[src/rtl/mips32_fetch_queue.sv]
`default_nettype none
// ============================================================================
// Module   : mips32_fetch_queue
// Brief    : MIPS32 instruction-fetch front end with a small IF/ID queue.
// Revision : 1.0
// ============================================================================
module mips32_fetch_queue #(
    parameter int QDEPTH = 4,
    parameter int AW     = 10,
    parameter int DW     = 32
) (
    input  logic                      clk1,
    input  logic                      rst,
    input  logic                      redirect_valid,
    input  logic [AW-1:0]             redirect_pc,
    input  logic                      halt,
    output logic                      imem_req,
    output logic [AW-1:0]             imem_addr,
    input  logic                      imem_ack,
    input  logic [DW-1:0]             imem_rdata,
    output logic                      if_valid,
    input  logic                      if_ready,
    output logic [DW-1:0]             if_ir,
    output logic [31:0]               if_npc,
    output logic [$clog2(QDEPTH):0]   q_count
);
    localparam int                c_PTR_W   = $clog2(QDEPTH);
    localparam int                c_CNT_W   = c_PTR_W + 1;
    localparam logic [c_CNT_W-1:0] c_FULL    = c_CNT_W'(QDEPTH);
    localparam logic [c_CNT_W-1:0] c_CNT_ONE = c_CNT_W'(1);
    localparam logic [c_PTR_W-1:0] c_PTR_ONE = c_PTR_W'(1);
    localparam logic [AW-1:0]      c_PC_ONE  = AW'(1);

    typedef enum logic [1:0] {
        S_IDLE = 2'd0,
        S_REQ  = 2'd1,
        S_HALT = 2'd2
    } state_t;

    state_t              r_state, w_state_nxt;
    logic [AW-1:0]       r_pc, w_pc_nxt;
    logic [AW-1:0]       r_addr, w_addr_nxt;
    logic                r_halted;
    logic                r_drop, w_drop_nxt;
    logic [DW-1:0]       r_ir_mem  [QDEPTH];
    logic [AW-1:0]       r_npc_mem [QDEPTH];
    logic [c_PTR_W-1:0]  r_head, r_tail;
    logic [c_CNT_W-1:0]  r_count, w_count_nxt;

    logic                w_ack, w_enq, w_deq, w_halt_any;
    logic [AW-1:0]       w_seq_pc;

    assign w_ack      = (r_state == S_REQ) && imem_ack;
    // A redirect in the ack cycle squashes the returning word as well.
    assign w_enq      = w_ack && !r_drop && !redirect_valid;
    assign w_deq      = (r_count != '0) && if_ready;
    assign w_halt_any = r_halted | halt;
    assign w_seq_pc   = r_addr + c_PC_ONE;

    always_comb begin
        w_count_nxt = r_count;
        if (redirect_valid)
            w_count_nxt = '0;
        else if (w_enq && !w_deq)
            w_count_nxt = r_count + c_CNT_ONE;
        else if (!w_enq && w_deq)
            w_count_nxt = r_count - c_CNT_ONE;
    end

    always_comb begin
        w_state_nxt = r_state;
        w_pc_nxt    = r_pc;
        w_addr_nxt  = r_addr;
        w_drop_nxt  = r_drop;
        if (w_enq)
            w_pc_nxt = w_seq_pc;
        if (redirect_valid)
            w_pc_nxt = redirect_pc;
        case (r_state)
            S_IDLE: begin
                if (w_halt_any) begin
                    w_state_nxt = S_HALT;
                end else if (r_count < c_FULL) begin
                    w_state_nxt = S_REQ;
                    w_addr_nxt  = w_pc_nxt;
                end
            end
            S_REQ: begin
                if (w_ack) begin
                    w_drop_nxt = 1'b0;
                    if (w_halt_any) begin
                        w_state_nxt = S_HALT;
                    end else if (w_count_nxt < c_FULL) begin
                        w_addr_nxt = w_pc_nxt;
                    end else begin
                        w_state_nxt = S_IDLE;
                    end
                end else if (redirect_valid) begin
                    // Request stays on the bus; its data is thrown away on ack.
                    w_drop_nxt = 1'b1;
                end
            end
            S_HALT: begin
                w_state_nxt = S_HALT;
            end
            default: begin
                w_state_nxt = S_IDLE;
            end
        endcase
    end

    always_ff @(posedge clk1) begin
        if (rst) begin
            r_state  <= S_IDLE;
            r_pc     <= '0;
            r_addr   <= '0;
            r_halted <= 1'b0;
            r_drop   <= 1'b0;
            r_head   <= '0;
            r_tail   <= '0;
            r_count  <= '0;
        end else begin
            r_state  <= w_state_nxt;
            r_pc     <= w_pc_nxt;
            r_addr   <= w_addr_nxt;
            r_halted <= w_halt_any;
            r_drop   <= w_drop_nxt;
            r_count  <= w_count_nxt;
            if (redirect_valid) begin
                r_head <= '0;
                r_tail <= '0;
            end else begin
                if (w_enq)
                    r_tail <= r_tail + c_PTR_ONE;
                if (w_deq)
                    r_head <= r_head + c_PTR_ONE;
            end
        end
    end

    always_ff @(posedge clk1) begin
        if (w_enq) begin
            r_ir_mem[r_tail]  <= imem_rdata;
            r_npc_mem[r_tail] <= w_seq_pc;
        end
    end

    assign imem_req  = (r_state == S_REQ);
    assign imem_addr = r_addr;
    assign if_valid  = (r_count != '0);
    assign if_ir     = if_valid ? r_ir_mem[r_head] : '0;
    assign if_npc    = if_valid ? 32'(r_npc_mem[r_head]) : 32'd0;
    assign q_count   = r_count;

endmodule
`default_nettype wire

[config.mk]
export PLATFORM = sky130hd
export DESIGN_NAME = mips32_fetch_queue
export DESIGN_NICKNAME = d
export VERILOG_FILES = /design/src/rtl/mips32_fetch_queue.sv
export SDC_FILE = /design/constraint.sdc
export NUM_CORES = 1
export LEC_CHECK = 0
export BUFFER_PORTS_ARGS = -buffer_cell sky130_fd_sc_hd__buf_2
export CAP_MARGIN = 20
export CORE_UTILIZATION = 57
export DETAILED_ROUTE_END_ITERATION = 8
export PLACE_DENSITY = 0.85
export SYNTH_ARGS = -nofsm -noshare
export SYNTH_HDL_FRONTEND = slang
export SYNTH_SLANG_ARGS = --single-unit
[constraint.sdc]
create_clock -name clk1 -period 3.2 [get_ports clk1]
set_input_delay 0.96 -clock clk1 [delete_from_list [all_inputs] [get_ports clk1]]
set_output_delay 0.96 -clock clk1 [all_outputs]
set_load 0.02 [all_outputs]
## Yosys cells after proc, flatten, opt, wreduce, memory -nomap -nowiden

Memories as Yosys holds them, arrays and structs flattened. A register that Yosys moved wholly into a read port is not among the register bits.
Cells that the tools add are included.

| word-level totals | value |
|---|---|
| bits in registers | 31 |
| bits in writable memories | 168 |
| bits of input ports | 48 |
| output and inout port bits | 79 |
| logic and storage cells | 72 |
| memories kept | 2 |

Memory list:

| name | words | bits a word | read ports | clocked after memory_dff | write ports | RTL line | text |
|---|---|---|---|---|---|---|---|
| r_ir_mem | 4 | 32 | 1 | 1 | 1 | 45 | `logic [DW-1:0] r_ir_mem [QDEPTH];` |
| r_npc_mem | 4 | 10 | 1 | 1 | 1 | 46 | `logic [AW-1:0] r_npc_mem [QDEPTH];` |

| operators by class | value |
|---|---|
| add/sub/neg operators | 5 |
| $lt $le $gt $ge | 2 |
| equal/unequal tests | 9 |
| muxes and demuxes | 27 |
| bitwise gates (word level) | 1 |
| reductions and logical operators | 18 |

Operator list:

| cell | count |
|---|---|
| 10-bit two-way mux | 8 |
| 32-bit two-way mux | 1 |
| 10-bit case mux with 2 select lines | 1 |
| 2-bit two-way mux | 9 |
| 10-bit by 1-bit adder with 10-bit output (second input constant) | 1 |
| 3-bit two-way mux | 3 |
| 1-bit logical AND | 6 |
| 3-bit less-than comparator (second input constant) | 2 |
| 2-bit != test (second input constant) | 3 |
| 3-bit != test (second input constant) | 2 |
| 2-bit case mux with 3 select lines | 1 |
| 6-bit AND reduction | 1 |
| 2-bit by 1-bit adder with 2-bit output (second input constant) | 2 |
| 1-bit logical NOT | 4 |
| 1-bit two-way mux | 4 |
| 2-bit by 1-bit != test with 1-bit output (second input constant) | 2 |
| 2-bit nonzero test | 2 |
| 3-bit by 1-bit adder with 3-bit output (second input constant) | 1 |
| 3-bit AND reduction | 1 |
| 3-bit nonzero test | 1 |
| 3-bit by 1-bit subtractor with 3-bit output (second input constant) | 1 |
| 2-bit by 1-bit == test with 1-bit output (second input constant) | 1 |
| 2-bit == test (second input constant) | 1 |
| 2-bit logical NOT | 1 |
| other kinds (3) | 3 |

## Longest topological paths before layout

Gate-level depths: netlist (run 1).

| depth | value |
|---|---|
| depth after elaboration | 14 |
| mapped depth | 8 |
| depth with buffers taken out | 7 |

## Least setup slack after synthesis (run 1)

OpenSTA, ideal clock, no wires.

| timing | value |
|---|---|
| path type | in2reg |
| start | in imem_ack |
| end | mem r_ir_mem[0][0] (enable) |
| library setup time | 404 ps |
| arrival | 2477 ps |
| required time | 2796 ps |
| path slack | 319 ps |
| stages on the path | 3 |
| buffers on the path | 1 |
| cell sequence | and4bb_2 -> buf_2 -> and3_1 |

| on the way | value |
|---|---|
| cells in the longest elaborated chain, start to end | 5 |

Ends and longest elaborated chain:

| element | RTL line | text |
|---|---|---|
| start, declared | 19 | `input logic imem_ack,` |
| 1-bit logical AND | 53 | `assign w_ack = (r_state == S_REQ) && imem_ack;` |
| 1-bit logical AND (2 in a row) | 55 | `assign w_enq = w_ack && !r_drop && !redirect_valid;` |
| 1-bit two-way mux | 142 | `if (w_enq) begin` |
| 1-bit two-way mux (implied by the code) | 143 | `r_ir_mem[r_tail] <= imem_rdata;` |
| end, declared | 45 |  |

No other way between the ends.

## Worst setup path after layout (run 1)

| timing | value |
|---|---|
| start | reg r_count[1] (netlist: q_count[1]) |
| end | out if_ir[5] |

| on the way | value |
|---|---|
| cells in the longest elaborated chain, start to end | 2 |

Ends and longest elaborated chain:

| element | RTL line | text |
|---|---|---|
| start, declared | 48 | `logic [c_CNT_W-1:0] r_count, w_count_nxt;` |
| start signal, assigned | 128 | `r_count <= w_count_nxt;` |
| 3-bit nonzero test | 150 | `assign if_valid = (r_count != '0);` |
| 32-bit two-way mux | 151 | `assign if_ir = if_valid ? r_ir_mem[r_head] : '0;` |
| end, declared | 23 | `output logic [DW-1:0] if_ir,` |

No other way between the ends.

==> run summary, run 1 <==
Outcome = finished clean
Reg2Reg Depth = 8
CTS max path bufs = 3
FF+latch count, synth = 201
Compound-Gate Fraction of Synth Area = 2.50%
Largest delay share family, worst path = buffers and inverters
Clock tree sinks = 201
Lkg Pwr = 3.51 nW
First-pass GRT wire length = 23900 um
Die H = 122 um
Crit Path Max Fanout = 45
Worst slew margin = 61.7%
Critical path origin = q_count[1]
Max-cap violations = 0
Worst hold endpoint = r_pc[0]
Buf/Inv on CP = 3
Remaining Overflow, GRT = 0
Setup crit start kind = flop
Hold buffers post-CTS = 0
Power Density = 559 nW/um2
Unrepaired setup endpoints after global routing = false
Ys Warns = 0
Critical path required time = 2.24 ns
Worst skew pair latency = 0.48 ns
Skew final = 0.0227 ns
Reg2reg end = imem_addr[8]
Initial drt markers = 361
Wire per inst = 19.6 um
Multi-input gate area = 2320 um2
Startpoint of the worst hold path = r_pc[0]
Fraction of registers with async set/reset = 0%
Internal cell power = 4.30 mW
FILL cells = 904
Largest net degree at the start of global routing = 46
Initial Util = 59.0%
Number of global-route vias before repair = 4504
Synth Area per Inst = 16.9 um2
Reg2Reg Setup Slack = 0.69 ns
HPWL after DPL = 9500 um
Clk Tree Root Cell = clkbuf_16
IO Pins = 127
Utilization after layout = 68.9%
Clock power frac = 42.1%
Layout Area Growth over Synthesis = 16.9%
Combinational share of power = 4.3%
Min Tclk post-route = 2.95 ns
Simple-gate portion of the synthesized area = 8.62%
Total wire length = 15600 um
Drt first pass iters = 4
Die ar. = 15000 um2
Switching fraction of total power = 20.2%
Core footprint = 14000 um2
RR Startpoint = q_count[1]
Total GRT Usage = 21.4%
Peak VDD IR = 0.369 mV
CTS H-tree depth = 1
Clock slew at reported path FFs = 0.06 ns
Core Rows = 43
Mux contribution to synthesized area = 13.5%
Vias = 4493
Largest family of logic cells by synthesized area = multiplexers
Register area share after synthesis = 69.2%
Ant. Diodes = 0
NetSw = 1.09 mW
Mapped Cells = 489
Count of cell types in the netlist = 46
Main area contributors after synthesis = edfxtp_1 (61%), mux4_2 (11%), dfxtp_1 (8.0%)
Routed Antenna Nets = 0
Initial antenna violation count = 0
Post-Synthesis Cell Area = 8250 um2
Part of the power in registers = 53.6%
Post-synthesis adder-cell area fraction = 1.46%
Yosys top cell by area = edfxtp_1
Endpoints failing setup = 0
Worst hold path type = reg -> reg
CTS Buf Count = 20
Reg area = 5710 um2
Hold depth = 2
TritonCTS clock tree = done
Max-slew violation count = 0
DRC Markers = 0
Post_cts resized = 0
Layout cells sized above 1 = 35.1%
Final Hold Fails = 0
Final worst-path cycle share = 92.2%
Setup TNS Final = 0 ns
Area share of the largest cell type after synthesis = 61.2%
Vias/cell = 5.64
CP Data Arrival Time = 1.99 ns
Main synth FF type = edfxtp_1
Kind of critical path = reg -> out
Die Wd = 122 um
Fmax = 339 MHz
Post-synthesis xor/xnor area fraction = 1.06%
# nets final = 659
Slowest CP cell = dfxtp_1
Post-synth EDFFs = 168
Delay of the slowest cell on the worst path = 0.39 ns
Routability congestion estimate = 0.835
CP cell instances = inv_1, ha_1, nand2b_1, buf_4, and2_1, buf_2
Worst slew pin tran = 0.571 ns
Postcts setup bufs = 0
Port bufs = 104
Setup crit end kind = primary output
cell usage after synthesis, types with 2 or more instances:
cell type  number
nor2b_1         8
or2_2           4
mux4_2         42
xnor2_1         7
a311oi_1        2
nor2_1         20
edfxtp_1      168
inv_1          10
a31o_2          2
nand3_1        11
mux2i_1         2
nand2b_1        3
o21ai_0         7
xor2_1          3
o32ai_1         2
nor3_1          5
maj3_1          2
a31oi_1         3
buf_2           6
o21a_1          3
clkbuf_1       14
and2_1         43
buf_4          24
and3_1          5
nand2_1        18
a21oi_1         5
nand4_1         3
dfxtp_1        33
ha_1            8
mux2i_4         2
mux2_2          9
layer usage:
layer / vias to the layer above / global-route usage [%] / share of wire [%]
met5: - / 0 / 0
met4: 0 / 4.88 / 1.5
met3: 22 / 3.21 / 6.8
met2: 194 / 38.0 / 52
met1: 2228 / 27.8 / 40
li1: 2049 / - / -
layout by cell type (no fill, tap or decap), types with 9 or more instances in the layout:
cell	instances
and2_1	43
buf_2	104
clkbuf_16	21
conb_1	22
dfxtp_1	31
edfxtp_1	168
inv_1	10
mux2_2	9
mux4_2	42
nand2_1	18
nand3_1	11
nor2_1	20
worst max-delay path by stage:
stage / endpoint / slack, ns / cells past startpoint
2_1_floorplan: r_ir_mem[0][0] / 0.32 / 3
3_3_place_gp: imem_addr[8] / 0.37 / 6
3_5_place_dp: imem_addr[0] / 0.31 / 6
6_report: if_ir[5] / 0.25 / 6
5_1_grt: if_ir[10] / 0.11 / 6
4_1_cts: if_ir[10] / 0.21 / 6
metrics by stage:
| stage | instance area, um2 | instances | total power [mW] | worst slack, ns | hold WS, ns |
|---|---|---|---|---|---|
| after floorplan | 8330 | 510 | 3.10 | 0.319 | 0.455 |
| after global placement | 8990 | 761 | 3.16 | 0.374 | 0.476 |
| after detailed placement | 8990 | 761 | 3.17 | 0.310 | 0.486 |
| after CTS | 9640 | 796 | 5.43 | 0.211 | 0.499 |
| after global routing | 9640 | 796 | 5.53 | 0.111 | 0.528 |
| final | 9640 | 796 | 5.39 | 0.249 | 0.502 |
cells by family after synthesis:
kind of cell | after synthesis
and+or+nand+nor | 128
DFF | 201
other | 1
adders and majority gates | 10
buffers and inverters | 54
muxes | 55
xor gates and xnor gates | 10
AOI/OAI and AO/OA | 30
flip-flops by register name, indices dropped and copies added, names as in the netlist, named ones only:
| signal | flops |
|---|---|
| r_tail | 2 |
| r_ir_mem | 128 |
| r_npc_mem | 40 |
| r_state | 2 |
| r_head | 2 |
| r_pc | 10 |
| imem_addr | 10 |
| r_drop | 1 |
| q_count | 3 |
| r_halted | 1 |
power groups by stage:
| stage | Sequential, mW | Combinational, mW | Clock [mW] |
|---|---|---|---|
| after detailed placement | 2.94 | 0.230 | 0 |
| after floorplan | 2.95 | 0.150 | 0 |
| after global routing | 2.89 | 0.253 | 2.39 |
| after global placement | 2.94 | 0.218 | 0 |
| final | 2.89 | 0.232 | 2.27 |
| after CTS | 2.88 | 0.232 | 2.31 |
worst register-to-register path: cells and delay by family, from the launching register on:
kind	cells	cell delay (ns)
and+or+nand+nor	2	0.22
DFF	1	0.39
muxes	3	1.14
adders and majority gates	1	0.19
buffers and inverters	2	0.46
layout make-up:
| type | instances | share of cell area [%] |
|---|---|---|
| Multi-Input combinational cell | 255 | 24.1 |
| Timing Repair Buffer | 115 | 7.17 |
| Clock inverter | 7 | 0.701 |
| Clock buffer | 28 | 6.04 |
| Inverter | 10 | 0.389 |
| Sequential cell | 201 | 59.2 |
| Tap cell | 180 | 2.34 |
No activity file was read; power rests on OpenSTA's default activity.
==> inputs of run 2 (changes only) <==
ABC_AREA = 1   (was unset)
==> run 2 against run 1 <==
Compared with the run above:
- setup slack worse by 0.11 ns
- final area is 4.5% higher
- maximum frequency is 3.7% lower
- sequential cell count stayed put
- register-to-register slack better by 0.45 ns
- die area is 3.5% higher
- count of clock-buffer cells in the layout is 5 lower
- total power is 8.9% higher
- wire length is 17% higher
- synthesized cell count is 66% higher
- synthesized area is 3.6% higher
- critical path type unchanged
==> run summary, run 2 <==
Worst hold path type = reg -> reg
Most common cell after layout, fill and taps aside = nor2_1
Mapped Cells = 811 (+66%)
Outcome = finished clean
Main area contributors after synthesis = edfxtp_1 (59%), nor2_1 (8.9%), dfxtp_1 (7.7%)
CTS Buf Count = 20 (unchanged)
Yosys top cell by area = edfxtp_1
DRC Markers = 0 (unchanged)
Largest net degree at the start of global routing = 57 (+24%)
Total GRT Usage = 23.9% (+2.5 points)
Critical path required time = 2.24 ns (about the same)
Die Wd = 124 um (+1.7%)
TritonCTS clock tree = done
Die ar. = 15500 um2 (+3.5%)
Initial Util = 58.6% (-0.40 points)
Crit Path Max Fanout = 32 (-29%)
Met2 GRT Util = 40.8% (+2.9 points)
Register area share after synthesis = 66.8% (-2.4 points)
Core footprint = 14600 um2 (+4.3%)
Final Hold Fails = 0 (unchanged)
Most frequent cell after synthesis = nor2_1
Post-Synthesis Cell Area = 8540 um2 (+3.6%)
FF+latch count, synth = 201 (unchanged)
Power Density = 583 nW/um2 (+4.3%)
Main synth FF type = edfxtp_1
Max-cap violations = 0 (unchanged)
Clock tree sinks = 201 (unchanged)
Worst slew pin tran = 0.514 ns (-0.0569 ns)
Endpoints failing setup = 0 (unchanged)
CTS max path bufs = 3 (unchanged)
Remaining Overflow, GRT = 0 (unchanged)
Worst skew pair latency = 0.49 ns (about the same)
Routability congestion estimate = 0.858 (+2.8%)
Fmax = 326 MHz (-3.7%)
Postcts setup bufs = 0 (unchanged)
Fraction of registers with async set/reset = 0% (unchanged)
Wire per inst = 16.5 um (-16%)
Final worst-path cycle share = 95.7% (+3.5 points)
Min Tclk post-route = 3.06 ns (+0.113 ns)
Initial antenna violation count = 1 (+1)
Core Rows = 44 (+2.3%)
Number of global-route vias before repair = 5977 (+33%)
Count of cell types in the netlist = 34 (-26%)
Max-slew violation count = 0 (unchanged)
Die H = 124 um (+1.7%)
Total wire length = 18300 um (+17%)
Worst slew margin = 65.7% (+4.1 points)
Post-synth EDFFs = 168 (unchanged)
FILL cells = 994 (+10%)
Layout Cells excl Fill = 1113 (+40%)
Most frequent cells in the layout = nor2_1 (198), edfxtp_1 (168), buf_2 (104)
Peak VDD IR = 0.552 mV (+50%)
Synth Area per Inst = 10.5 um2 (-38%)
Port bufs = 104 (unchanged)
Hold buffers post-CTS = 0 (unchanged)
Initial drt markers = 437 (+21%)
Ys Warns = 0 (unchanged)
Clock slew at reported path FFs = 0.06 ns (about the same)
Kind of critical path = reg -> out
Largest regs = r_ir_mem x128, r_npc_mem x40
Met1 Usage GRT = 29.6% (+1.8 points)
First-pass GRT wire length = 29200 um (+23%)
Total power = 5.87 mW (+8.9%)
Setup crit end kind = primary output
Vias = 6034 (+34%)
Layout Area Growth over Synthesis = 17.9%
Placed instance count = 1076 (+41%)
# nets final = 970 (+47%)
IO Pins = 127 (unchanged)
HPWL after DPL = 11200 um (+18%)
Area share of the largest cell type after synthesis = 59.1% (-2.1 points)
Largest Register = r_ir_mem
Lkg Pwr = 4.02 nW (+15%)
CP Data Arrival Time = 2.10 ns (+0.11 ns)
CTS H-tree depth = 1 (unchanged)
Vias/cell = 5.42 (-4.0%)
Met3 Use GR = 3.74% (+0.53 points)
Routed Antenna Nets = 0 (unchanged)
Unrepaired setup endpoints after global routing = false
Busiest grt layer = met2
Layout cells sized above 1 = 20.3% (-15 points)
Setup crit start kind = flop
Drt first pass iters = 5 (+1)
Skew final = 0.00895 ns (-0.0137 ns)
Clk Tree Root Cell = clkbuf_16
Commonest cells in the netlist = nor2_1 (203), edfxtp_1 (168), o21ai_0 (88)
Max FFs per register = 128 (unchanged)
==> run 2: cell types whose count changed after synthesis, moves of 9 or more <==
cell,change
a21oi_1,+48
and2_1,-43
clkbuf_1,+11
inv_1,+34
mux4_2,-42
nand2_1,+62
nand4_1,+10
nor2_1,+183
nor2_2,+9
o21ai_0,+81
==> run 2: worst max-delay path, stage by stage (launching register included) <==
cell and delay (ns):
dfxtp_2 0.34, inv_2 0.31, buf_4 0.37, o21ai_0 0.17, a21oi_1 0.22, buf_2 0.20
==> run 2: path summary, 6_finish.rpt <==
kind	startpoint	end	slack (ns)	cells past startpoint
hold / removal	r_halted	r_halted	0.47	2
setup reg to reg	imem_addr[0]	imem_addr[9]	1.14	9
setup / recovery	flop	if_npc[9]	0.14	5
hold reg to reg	r_halted	r_halted	0.47	2
==> run 2: stage by stage <==
step           hold slack, ns  instance area, um2  setup WS [ns]  util [%]  setup TNS, ns
6_report                0.474               10100          0.136      69.0              0
3_3_place_gp            0.451                9310          0.522      63.8              0
3_5_place_dp            0.465                9310          0.488      63.8              0
2_1_floorplan           0.432                8620         -0.410         -         -68.84
5_1_grt                 0.506               10100         0.0160      69.0              0
4_1_cts                 0.478               10100         0.0768      69.0              0
==> run 2: final cells by class <==
class | count | area [um2] | area share, %
Timing Repair Buffer | 121 | 752 | 7.47
Clock buffer | 23 | 533 | 5.29
Multi-Input combinational cell | 516 | 2420 | 24.0
Tap cell | 184 | 230 | 2.29
Antenna cell | 1 | 2.50 | 0.0249
Sequential cell | 201 | 5710 | 56.7
Inverter | 54 | 211 | 2.10
Clock inverter | 13 | 214 | 2.13
==> run 2: kinds of logic after synthesis <==
group	Yosys count	synth area share [%]
fa+ha+maj	8	1.17
mux	1	0.132
compound gates	146	8.58
buf+inv	115	6.27
xor+xnor	6	0.615
simple gates	333	16.4
flops	201	66.8
other cells	1	0.0439
==> run 2: power breakdown <==
part | internal [mW] | switching (mW) | total, mW
registers | 2.88 | 0.0312 | 2.91
clock network | 1.68 | 0.936 | 2.61
logic | 0.102 | 0.239 | 0.341
total | 4.66 | 1.21 | 5.87
==> run 2: routing by layer <==
| layer | routed length (um) | share of wire [%] |
|---|---|---|
| met1 | 7250 | 40 |
| met2 | 9310 | 51 |
| met3 | 1250 | 6.8 |
| met4 | 521 | 2.8 |
| met5 | 0 | 0 |
==> run 2: what timing repair did <==
action,CTS,global route
endpoints found under the hold margin,0,0
gates cloned,0,0
setup endpoints to repair,1,4
gates resized for setup,1,1
==> inputs of run 3 (changes only) <==
CAP_MARGIN = unset   (was 20)
CORE_MARGIN = 5   (was unset)
==> run 3 against run 2 <==
Compared with the run above:
- first-iteration DRC count decreased by 30%
- final area shrank 1.2%
- count of clock-buffer cells in the layout increased by 2
- sequential share of layout area grew 0.71 points
- combinational power decreased by 1%
- sequential power about the same
- maximum frequency grew 1.4%
- clock skew is 0.00094 ns higher
- clock power decreased by 13%
- critical path depth rose by 1
- sequential cell count is the same
- non-clock buffer count up 3
- critical path type unchanged
- highest routed layer unchanged
==> run summary, run 3 (synthesis results as in run 2) <==
Hold depth = 2 (unchanged)
Endpoints failing setup = 0 (unchanged)
Total wire length = 17800 um (-2.9%)
FILL cells = 1015 (+2.1%)
Most common cell after layout, fill and taps aside = nor2_1
RR Startpoint = imem_addr[0]
Clock tree sinks = 201 (unchanged)
Reg2Reg Setup Slack = 1.30 ns (+0.16 ns)
Utilization after layout = 68.2% (-0.82 points)
Number of global-route vias before repair = 5928 (-0.82%)
Max-cap violations = 0 (unchanged)
Routability congestion estimate = 0.837 (-2.5%)
Core footprint = 14600 um2 (unchanged)
CTS max path bufs = 3 (unchanged)
CTS H-tree depth = 1 (unchanged)
HPWL after DPL = 11100 um (-0.41%)
Die ar. = 17500 um2 (+13%)
Routed Antenna Nets = 0 (unchanged)
DRC Markers = 0 (unchanged)
Clk Tree Root Cell = clkbuf_16
Vias = 5991 (-0.71%)
Die H = 132 um (+6.4%)
Core Rows = 44 (unchanged)
Most frequent cells in the layout = nor2_1 (198), edfxtp_1 (168), buf_2 (104)
# nets final = 974 (+0.41%)
Crit Path Max Fanout = 58 (+81%)
CTS Buf Count = 21 (+5.0%)
First-pass GRT wire length = 28600 um (-2.2%)
Worst skew pair latency = 0.48 ns (about the same)
CP Data Arrival Time = 2.06 ns (-0.04 ns)
Clock slew at reported path FFs = 0.06 ns (about the same)
Skew final = 0.00989 ns (+0.000944 ns)
Layout Area Growth over Synthesis = 16.5%
Ant. Diodes = 0 (-1)
Reg2reg end = imem_addr[9]
Max FFs per register = 128 (unchanged)
Initial drt markers = 305 (-30%)
Placed instance count = 1079 (+0.28%)
Largest net degree at the start of global routing = 67 (+18%)
Setup crit start kind = flop
Worst hold endpoint = r_halted
Layout Cells excl Fill = 1117 (+0.36%)
Final worst-path cycle share = 94.4% (-1.3 points)
Largest regs = r_ir_mem x128, r_npc_mem x40
Remaining Overflow, GRT = 0 (unchanged)
Total GRT Usage = 20.0% (-3.9 points)
Hold buffers post-CTS = 0 (unchanged)
Layout cells sized above 1 = 20.0% (-0.22 points)
Vias/cell = 5.36 (-1.1%)
Fmax = 331 MHz (+1.4%)
Startpoint of the worst hold path = r_halted
Worst hold path type = reg -> reg
Drt first pass iters = 5 (unchanged)
Peak VDD IR = 0.351 mV (-37%)
Kind of critical path = reg -> out
Outcome = finished clean
Max-slew violation count = 0 (unchanged)
Die Wd = 132 um (+6.4%)
Critical path required time = 2.24 ns (about the same)
IO Pins = 127 (unchanged)
TritonCTS clock tree = done
Unrepaired setup endpoints after global routing = false
Fin Hold WS = 0.472 ns (-0.00122 ns)
Wire per inst = 15.9 um (-3.2%)
Initial Util = 58.6% (unchanged)
Initial antenna violation count = 0 (-1)
Reg2Reg Depth = 9 (unchanged)
Lkg Pwr = 3.98 nW (-1.1%)
Setup crit end kind = primary output
Postcts setup bufs = 0 (unchanged)
Port bufs = 104 (unchanged)
Min Tclk post-route = 3.02 ns (-0.0419 ns)
Largest Register = r_ir_mem
Final Hold Fails = 0 (unchanged)
Power Density = 556 nW/um2 (-4.6%)
==> run 3: cell count changes in the layout (fill, tap and decap cells not counted), moves of 2 or more <==
cell / change
clkbuf_1: +2
bufinv_16: -4
buf_4: +7
buf_12: -4
clkinv_1: +4
==> run 3: metal layers <==
layer | part of all wire (%) | routed length, um | vias up | global-route usage [%]
li1 | - | - | 2907 | -
met3 | 7.1 | 1260 | 46 | 3.91
met2 | 51 | 9060 | 248 | 35.5
met5 | 0 | 0 | - | 0
met4 | 2.6 | 457 | 0 | 7.24
met1 | 39 | 7030 | 2790 | 24.3
==> run 3: layout make-up <==
| class | count | area, um2 | share of cell area (%) |
|---|---|---|---|
| clock inverter | 13 | 118 | 1.18 |
| timing repair buffer | 124 | 724 | 7.28 |
| multi-input combinational | 516 | 2420 | 24.3 |
| inverter | 54 | 208 | 2.09 |
| sequential | 201 | 5710 | 57.4 |
| tap | 184 | 230 | 2.31 |
| clock buffer | 25 | 541 | 5.43 |
==> run 3: per-stage QoR <==
stage	setup slack, ns	instance area [um2]	power (mW)	TNS [ns]
after global placement	0.643	9280	3.29	0
after CTS	0.0675	9940	5.57	0
final	0.178	9950	5.53	0
after detailed placement	0.555	9280	3.30	0
after global routing	0.0202	9950	5.73	0
after floorplan	-0.410	8620	3.20	-68.84
==> run 3: worst max path at each step <==
stage | from | end | slack, ns | cells after the start
floorplan | redirect_valid | r_ir_mem[0][0] | -0.41 | 4
global placement | redirect_valid | imem_addr[8] | 0.64 | 11
detailed placement | redirect_valid | imem_addr[8] | 0.56 | 11
CTS | flop | if_ir[11] | 0.07 | 5
global route | flop | if_ir[11] | 0.02 | 6
finish | flop | if_ir[11] | 0.18 | 6
==> run 3: power by group <==
part	total [mW]	switching [mW]	internal [mW]	leakage, nW
Sequential	2.91	0.0296	2.88	1.79
Combinational	0.337	0.236	0.102	1.87
Clock	2.28	0.913	1.37	0.318
Total	5.53	1.18	4.35	3.98
==> run 3: critical path, cell delays in order (launching register included) <==
cell and delay [ns]:
dfxtp_2 0.52, buf_12 0.30, nor2_1 0.09, nor2_1 0.08, o21ai_0 0.10, a21oi_1 0.25, buf_2 0.21
==> run 3: repair_timing <==
item / 4_1_cts / 5_1_grt
resized for setup: 0 / 2
endpoints found under the hold margin: 0 / 0
setup endpoints to repair: 0 / 15
